[config.mk]
export PLATFORM = sky130hd
export DESIGN_NAME = conv_pipe
export DESIGN_NICKNAME = d
export VERILOG_FILES = /design/src/rtl/conv_pipe.sv
export SDC_FILE = /design/constraint.sdc
export NUM_CORES = 2
export LEC_CHECK = 0
export CAP_MARGIN = 5
export CORE_UTILIZATION = 35
export CTS_BUF_LIST = sky130_fd_sc_hd__clkbuf_2 sky130_fd_sc_hd__clkbuf_4 sky130_fd_sc_hd__clkbuf_8
export DETAILED_ROUTE_END_ITERATION = 6
export GPL_ROUTABILITY_DRIVEN = 0
export HOLD_SLACK_MARGIN = 0.03
export PLACE_DENSITY = 0.61
export REMOVE_ABC_BUFFERS = 1
export SETUP_SLACK_MARGIN = 0.05
export SYNTH_ARGS = -nofsm -noshare
export SYNTH_HDL_FRONTEND = slang
export SYNTH_SLANG_ARGS = --single-unit
[constraint.sdc]
create_clock -name clk -period 5.55 [get_ports clk]
set_clock_uncertainty 0.1 [all_clocks]
set_input_delay 1.3875 -clock clk [delete_from_list [all_inputs] [get_ports clk]]
set_output_delay 1.3875 -clock clk [all_outputs]
set_load 0.01 [all_outputs]
[src/rtl/conv_pipe.sv]
`default_nettype none
// ============================================================================
// conv_pipe : 3-stage KWxKH window convolution with serially loaded signed
//             coefficients, rounded run-time right shift and pixel saturation.
// Revision  : 1.0
// ============================================================================
module conv_pipe #(
  parameter int KERNAL_WIDTH  = 3,
  parameter int KERNAL_HEIGHT = 3,
  parameter int COLOUR_DEPTH  = 8,
  parameter int COEF_WIDTH    = 8,
  parameter int SHIFT_WIDTH   = 5
) (
  input  logic                          clk,
  input  logic                          reset,
  input  logic                          k_load,
  input  logic [SHIFT_WIDTH-1:0]        k_shift,
  input  logic                          k_valid,
  input  logic signed [COEF_WIDTH-1:0]  k_data,
  output logic                          busy,
  input  logic                          in_valid,
  output logic                          in_ready,
  input  logic [COLOUR_DEPTH-1:0]       data_mat [KERNAL_WIDTH*KERNAL_HEIGHT],
  output logic                          out_valid,
  input  logic                          out_ready,
  output logic [COLOUR_DEPTH-1:0]       w_data
);

  localparam int N    = KERNAL_WIDTH * KERNAL_HEIGHT;
  localparam int CD   = COLOUR_DEPTH;
  localparam int PW   = COLOUR_DEPTH + COEF_WIDTH + 1;
  localparam int ACC  = PW + $clog2(N);
  localparam int RW   = ACC + 1;
  localparam int IDXW = (N > 1) ? $clog2(N) : 1;

  localparam logic [1:0] S_IDLE = 2'd0;
  localparam logic [1:0] S_LOAD = 2'd1;
  localparam logic [1:0] S_RUN  = 2'd2;

  logic [1:0]                   r_state;
  logic [1:0]                   w_state_nxt;
  logic [IDXW-1:0]              r_idx;
  logic [SHIFT_WIDTH-1:0]       r_shift;
  logic signed [COEF_WIDTH-1:0] r_coef [N];

  logic                         r_v1;
  logic                         r_v2;
  logic signed [PW-1:0]         r_p [N];
  logic signed [ACC-1:0]        r_s;

  logic                         w_stall;
  logic                         w_en;
  logic                         w_kload_acc;
  logic signed [ACC-1:0]        w_sum;
  logic signed [RW-1:0]         w_q;
  logic signed [RW-1:0]         w_r;
  logic [CD-1:0]                w_sat;

  assign w_stall     = out_valid && !out_ready;
  assign w_en        = !w_stall;
  assign w_kload_acc = k_load && !r_v1 && !r_v2 && !out_valid;

  always_ff @(posedge clk or negedge reset) begin
    if (!reset) r_state <= S_IDLE;
    else        r_state <= w_state_nxt;
  end

  always_comb begin
    w_state_nxt = r_state;
    if (w_kload_acc)
      w_state_nxt = S_LOAD;
    else if (r_state == S_LOAD && k_valid && r_idx == IDXW'(N - 1))
      w_state_nxt = S_RUN;
  end

  always_comb begin
    in_ready = (r_state == S_RUN) && !w_stall;
    busy     = (r_state == S_LOAD) || r_v1 || r_v2 || out_valid;
  end

  // A same-cycle k_valid loses to an accepted k_load, so its word is dropped.
  always_ff @(posedge clk or negedge reset) begin
    if (!reset) begin
      r_idx   <= '0;
      r_shift <= '0;
      for (int i = 0; i < N; i++) r_coef[i] <= '0;
    end else if (w_kload_acc) begin
      r_idx   <= '0;
      r_shift <= k_shift;
    end else if (r_state == S_LOAD && k_valid) begin
      r_coef[r_idx] <= k_data;
      r_idx         <= (r_idx == IDXW'(N - 1)) ? '0 : r_idx + 1'b1;
    end
  end

  always_ff @(posedge clk or negedge reset) begin
    if (!reset) begin
      r_v1 <= 1'b0;
      for (int i = 0; i < N; i++) r_p[i] <= '0;
    end else if (w_en) begin
      r_v1 <= in_valid && in_ready;
      for (int i = 0; i < N; i++)
        r_p[i] <= PW'($signed({1'b0, data_mat[i]})) * PW'(r_coef[i]);
    end
  end

  always_comb begin
    w_sum = '0;
    for (int i = 0; i < N; i++) w_sum = w_sum + ACC'(r_p[i]);
  end

  // floor((s + 2^(k-1)) / 2^k) == ((s >>> (k-1)) + 1) >>> 1, which never overflows.
  always_comb begin
    w_q = RW'(r_s) >>> (r_shift - 1'b1);
    if (r_shift == '0) w_r = RW'(r_s);
    else               w_r = (w_q + RW'(1)) >>> 1;
    if (w_r[RW-1])             w_sat = '0;
    else if (|w_r[RW-2:CD])    w_sat = '1;
    else                       w_sat = w_r[CD-1:0];
  end

  always_ff @(posedge clk or negedge reset) begin
    if (!reset) begin
      r_v2      <= 1'b0;
      r_s       <= '0;
      out_valid <= 1'b0;
      w_data    <= '0;
    end else if (w_en) begin
      r_v2      <= r_v1;
      r_s       <= w_sum;
      out_valid <= r_v2;
      w_data    <= w_sat;
    end
  end

endmodule
`default_nettype wire

Yosys cells after proc, flatten, opt, wreduce, memory -nomap -nowiden. Index checks and enable logic that the tools add are counted.

Add/subtract/negate cells: 11. $mul: 9. $lt $le $gt $ge: 2. Equality and inequality tests: 3. Shifts and indexed selects: 1. Muxes and demuxes: 11. Bitwise operators: 2. Reduce and logical (&&, ||, !) cells: 22.

Operator list (count): $mul 9x8->17 (9); $add 21x17->21 (4); $bwmux 72 (1); $demux 8 s4 (1); $mux 8 (3); $add 22x2->22 const B (1); $mux 22 (1); $sshr 21x5->22 (1); $add 20x17->21 (1); $add 19x17->20 (1); $add 18x17->19 (1); $add 17x17->18 (1); $reduce_or 13->1 (1); $mux 4 (3); $logic_and 1x1->1 (9); $ge 5x5->1 const B (1); $logic_not 1->1 (5); $logic_not 5->1 (1); $lt 5x1->1 const B (1); $not 4->5 (1); $sub 5x1->5 const B (1); $add 4x1->4 const B (1); $eq 4x4->1 const B (1); $mux 2 (2); 6 further kinds (9).

Register bits: 268. Bits of input ports: 91. Output and inout bits: 11. Word-level logic and storage cells: 87.

Longest topological paths before layout.
Word-level depth: 8. Gate-level depth with buffers: 20. Gate-level depth less buffers: 20.

Worst setup path before layout. OpenSTA, ideal clock, no wires.

Path kind: input -> register. Start: input data_mat[59] (netlist name). End: register r_p[135] (netlist name). Library setup time: 69 ps. Data arrival time: 5574 ps. Data required time: 5381 ps. Setup slack: -193 ps. Cell stages on the path: 19. Buffers on the path: 0. Cell sequence: and2_1 -> fa_1 -> inv_1 -> fa_1 -> inv_1 -> fa_1 -> inv_1 -> fa_1 -> inv_1 -> ha_1 -> o21ai_0 -> a21boi_0 -> o21ai_0 -> a21boi_0 -> o21ai_0 -> a21oi_1 -> a211oi_1 -> or4_1 -> nand3_1.

Word-level cells in the longest chain between the ends: 1.

RTL lines: start: declaration (line 23) `input logic [COLOUR_DEPTH-1:0] data_mat [KERNAL_WIDTH*KERNAL_HEIGHT],`; $mul 9x8->17 (line 103) `r_p[i] <= PW'($signed({1'b0, data_mat[i]})) * PW'(r_coef[i]);`; end signal: indexed assignment (line 103); end: declaration (line 48) `logic signed [PW-1:0] r_p [N];`.

No other way between the ends. A chain may end at the register's enable or synchronous reset.

Worst setup path after layout. Same ends and word-level chain as after synthesis.

==> results_dict.tcl <==
set metrics [dict create \
    critPathRequiredTime_ns 6.01 \
    wire_per_inst_um 16.47 \
    status "completed" \
    viasPerCell 4.816 \
    r2r-start "r_p[20]" \
    cts_buffers 48 \
    worstHoldEndpoint "r_p[49]" \
    r2r_cells 20 \
    ir_drop_mv 0.9484 \
    fin_hold_ws_ns 0.3847 \
    clkPwrFrac_pct 8.3 \
    rr_endpoint "r_s[20]" \
    finalInstanceArea_um2 40840 \
    area_growth_pct 17.83 \
    vias 26260 \
    power_frac_seq_pct 13.7 \
    max_stage_delay_ns 0.53 \
    grt_pass1_wl_mm 145.6 \
    first_pass_iters 5 \
    cts-root-buf "clkbuf_8" \
    min-delay-start "r_p[49]" \
    worstSetupPathType "in2reg" \
    clock.fmax_mhz 184.6 \
    postSynthCellCount 3762 \
    die_w_um 316.7 \
    final_max_slew_viol_count 0 \
    setup_violations 0 \
    rsz0062_at_grt "true" \
    grt_max_degree 115 \
    power_switching_share_pct 47.18 \
    clock-sinks 268 \
    holdBufCountCts 0 \
    switchingPower_uw 11400 \
    die_y_um 316.7 \
    path_cells "dlygate4sd2_1 -> and2_1 -> fa_1 -> inv_1 -> fa_1 -> inv_1 -> fa_1 -> inv_1 -> fa_1 -> inv_1 -> ha_4 -> o21ai_2 -> a21boi_4 -> o21ai_2 -> a21boi_2 -> o21ai_2 -> a21oi_2 -> a211oi_2 -> or4_1 -> nand3_1" \
    ys_types 79 \
    die-area_um2 100300 \
    track_usage_pct 18.37 \
    cap_violations 0 \
    cp.arrival_ns 5.88 \
    synth_edf_count 0 \
    fp.coreArea_um2 98280 \
    yosysWarnings 0 \
    ant_nets 0 \
    overflow 0 \
    slew_headroom_pct 20.42 \
    drive_above_1_share_pct 15.25 \
    path_max_fanout 2 \
    clk_latency_ns 0.64 \
    async_reset_ff_share_pct 100.0 \
    synth_seq_cells 268 \
    routed_wl_mm 89.79 \
    placed_area_um2 38850 \
    port_buffers 101 \
    cts_tree "built" \
    dp_slack_ns -0.9707 \
    end_kind "flip-flop" \
    hold_path_class "reg2reg" \
    drtIter0Drc 1608 \
    place_hpwl_mm 71.57 \
    synth_top_cell_by_area "fa_1" \
    period_share_pct 97.59 \
    layout_min_cycle_time_ns 5.416 \
    cts_buffer_depth 3 \
    netlist_top_cells_area "fa_1 26%, dfrtp_1 19%, ha_1 15%" \
    timing.final.ws_setup_ns 0.1340 \
    start_util_pct 35.27 \
    worst_pin_slew_ns 1.190 \
    ioPinCount 102 \
    min_path_cells 2 \
    ctsHtreeMaxLevel 2 \
    rows 115 \
    synth_most_common_cell "inv_1" \
    grt_pass1_vias 26830 \
    yosys.area.top_type_share_pct 26.28 \
    clkTransAtPathRegs_ns 0.06 \
    syn-cell-area_um2 34660 \
    yosys-top-cells-count "741 x inv_1, 486 x nand2_1, 455 x fa_1, 414 x ha_1, 294 x and2_1" \
    critPathLaunchType "input port" \
    synth_area_per_cell_um2 9.213 \
    setup_tns_ns 0 \
    slowest_stage "fa_1" \
    p_int_uw 12760 \
    combPwrFrac_pct 78.0 \
    synth-seq-area-share_pct 19.35 \
    nets 5095 \
    hold_viol 0 \
    cellPowerDensity_nw_per_um2 591.5 \
    rrSetupSlack_ns 0.13 \
    antenna_found_initial 10 \
    route.detailed.drc 0 \
    p_leak_uw 0.02156 \
    synth_ff_type "dfrtp_1" \
]
-- registers in the layout, summed over array words and instances, names as in the netlist --
| name | flops |
|---|---|
| out_valid | 1 |
| r_coef | 72 |
| r_idx | 4 |
| r_p | 153 |
| r_s | 21 |
| r_shift | 5 |
| r_state | 2 |
| r_v1 | 1 |
| r_v2 | 1 |
| w_data | 8 |
-- cell families (layout without fill, tap and decap cells) --
logic type / after synthesis / in the layout / share of synthesized area, %
simple gates: 1166 / 1166 / 16.03
fa+ha+maj: 869 / 869 / 41.23
buf+inv: 821 / 1223 / 9.043
compound gates: 411 / 411 / 7.317
flops: 268 / 268 / 19.35
xor+xnor: 114 / 114 / 2.978
mux: 113 / 113 / 4.054
other cells: 0 / 2 / 0
-- worst max path at each step --
stage	from	end	slack, ns	depth (start not counted)
after floorplan	out_ready	in_ready	-2.06	2
after global placement	data_mat[42]	r_p[99]	-0.90	19
after detailed placement	data_mat[42]	r_p[99]	-0.97	19
after CTS	r_p[87]	r_s[20]	-0.06	19
after global routing	r_p[36]	r_s[20]	-0.04	21
final	data_mat[59]	r_p[135]	0.13	20
-- power by group through the flow --
| stage | logic [µW] | clock network (µW) | registers [µW] |
|---|---|---|---|
| 2_1_floorplan | 12300 | 0 | 3140 |
| 3_3_place_gp | 17100 | 0 | 3320 |
| 3_5_place_dp | 17400 | 0 | 3340 |
| 4_1_cts | 18300 | 2050 | 3310 |
| 5_1_grt | 21200 | 2140 | 3380 |
| 6_report | 18800 | 2010 | 3310 |
-- routing by layer --
metal / GRT usage (%) / wire (µm)
met3: 1.857 / 3299
met1: 25.35 / 41150
met4: 3.442 / 1472
met5: 0 / 31
met2: 31.34 / 43840
-- metrics by stage --
step,total power (µW),utilization [%],cells
final,24160,41.56,5453
after global routing,26730,41.55,5451
after CTS,23610,40.94,5432
after detailed placement,20700,39.53,5322
after global placement,20380,39.53,5322
after floorplan,15440,-,3682
-- final cells by class --
cell class | count | area, µm²
antenna | 2 | 5.005
inverter | 741 | 2781
clock inverter | 10 | 107.6
multi-input combinational | 2673 | 25420
clock buffer | 69 | 874.6
fill | 9705 | 57440
tap | 1287 | 1610
timing repair buffer | 403 | 3337
sequential | 268 | 6708
-- placed cells by master (no fill, tap or decap), drive strengths merged, types with 78 or more instances in the layout --
cell    Yosys  final
clkbuf     62     78
o21ai     105    105
mux2       79     79
dfrtp     268    268
inv       741    741
buf        18    304
ha        414    414
a21oi     152    152
and2      294    294
nor2      204    204
nand2     486    486
fa        455    455
-- timing repair --
| action | in CTS | in global routing |
|---|---|---|
| buffers inserted | 31 | 19 |
| gates cloned | 0 | 0 |
| pin swaps | 73 | 112 |
| setup endpoints to repair | 42 | 52 |
| resized for setup | 124 | 188 |
-- worst max-delay path: cells and delay by family --
family	cells	cell delay, ns
buffers and inverters	5	0.48
adder cells (fa/ha/maj)	5	2.39
AND/OR/NAND/NOR	3	0.76
AO/OA/AOI/OAI	7	0.86
(Power assumes the default switching activity.)
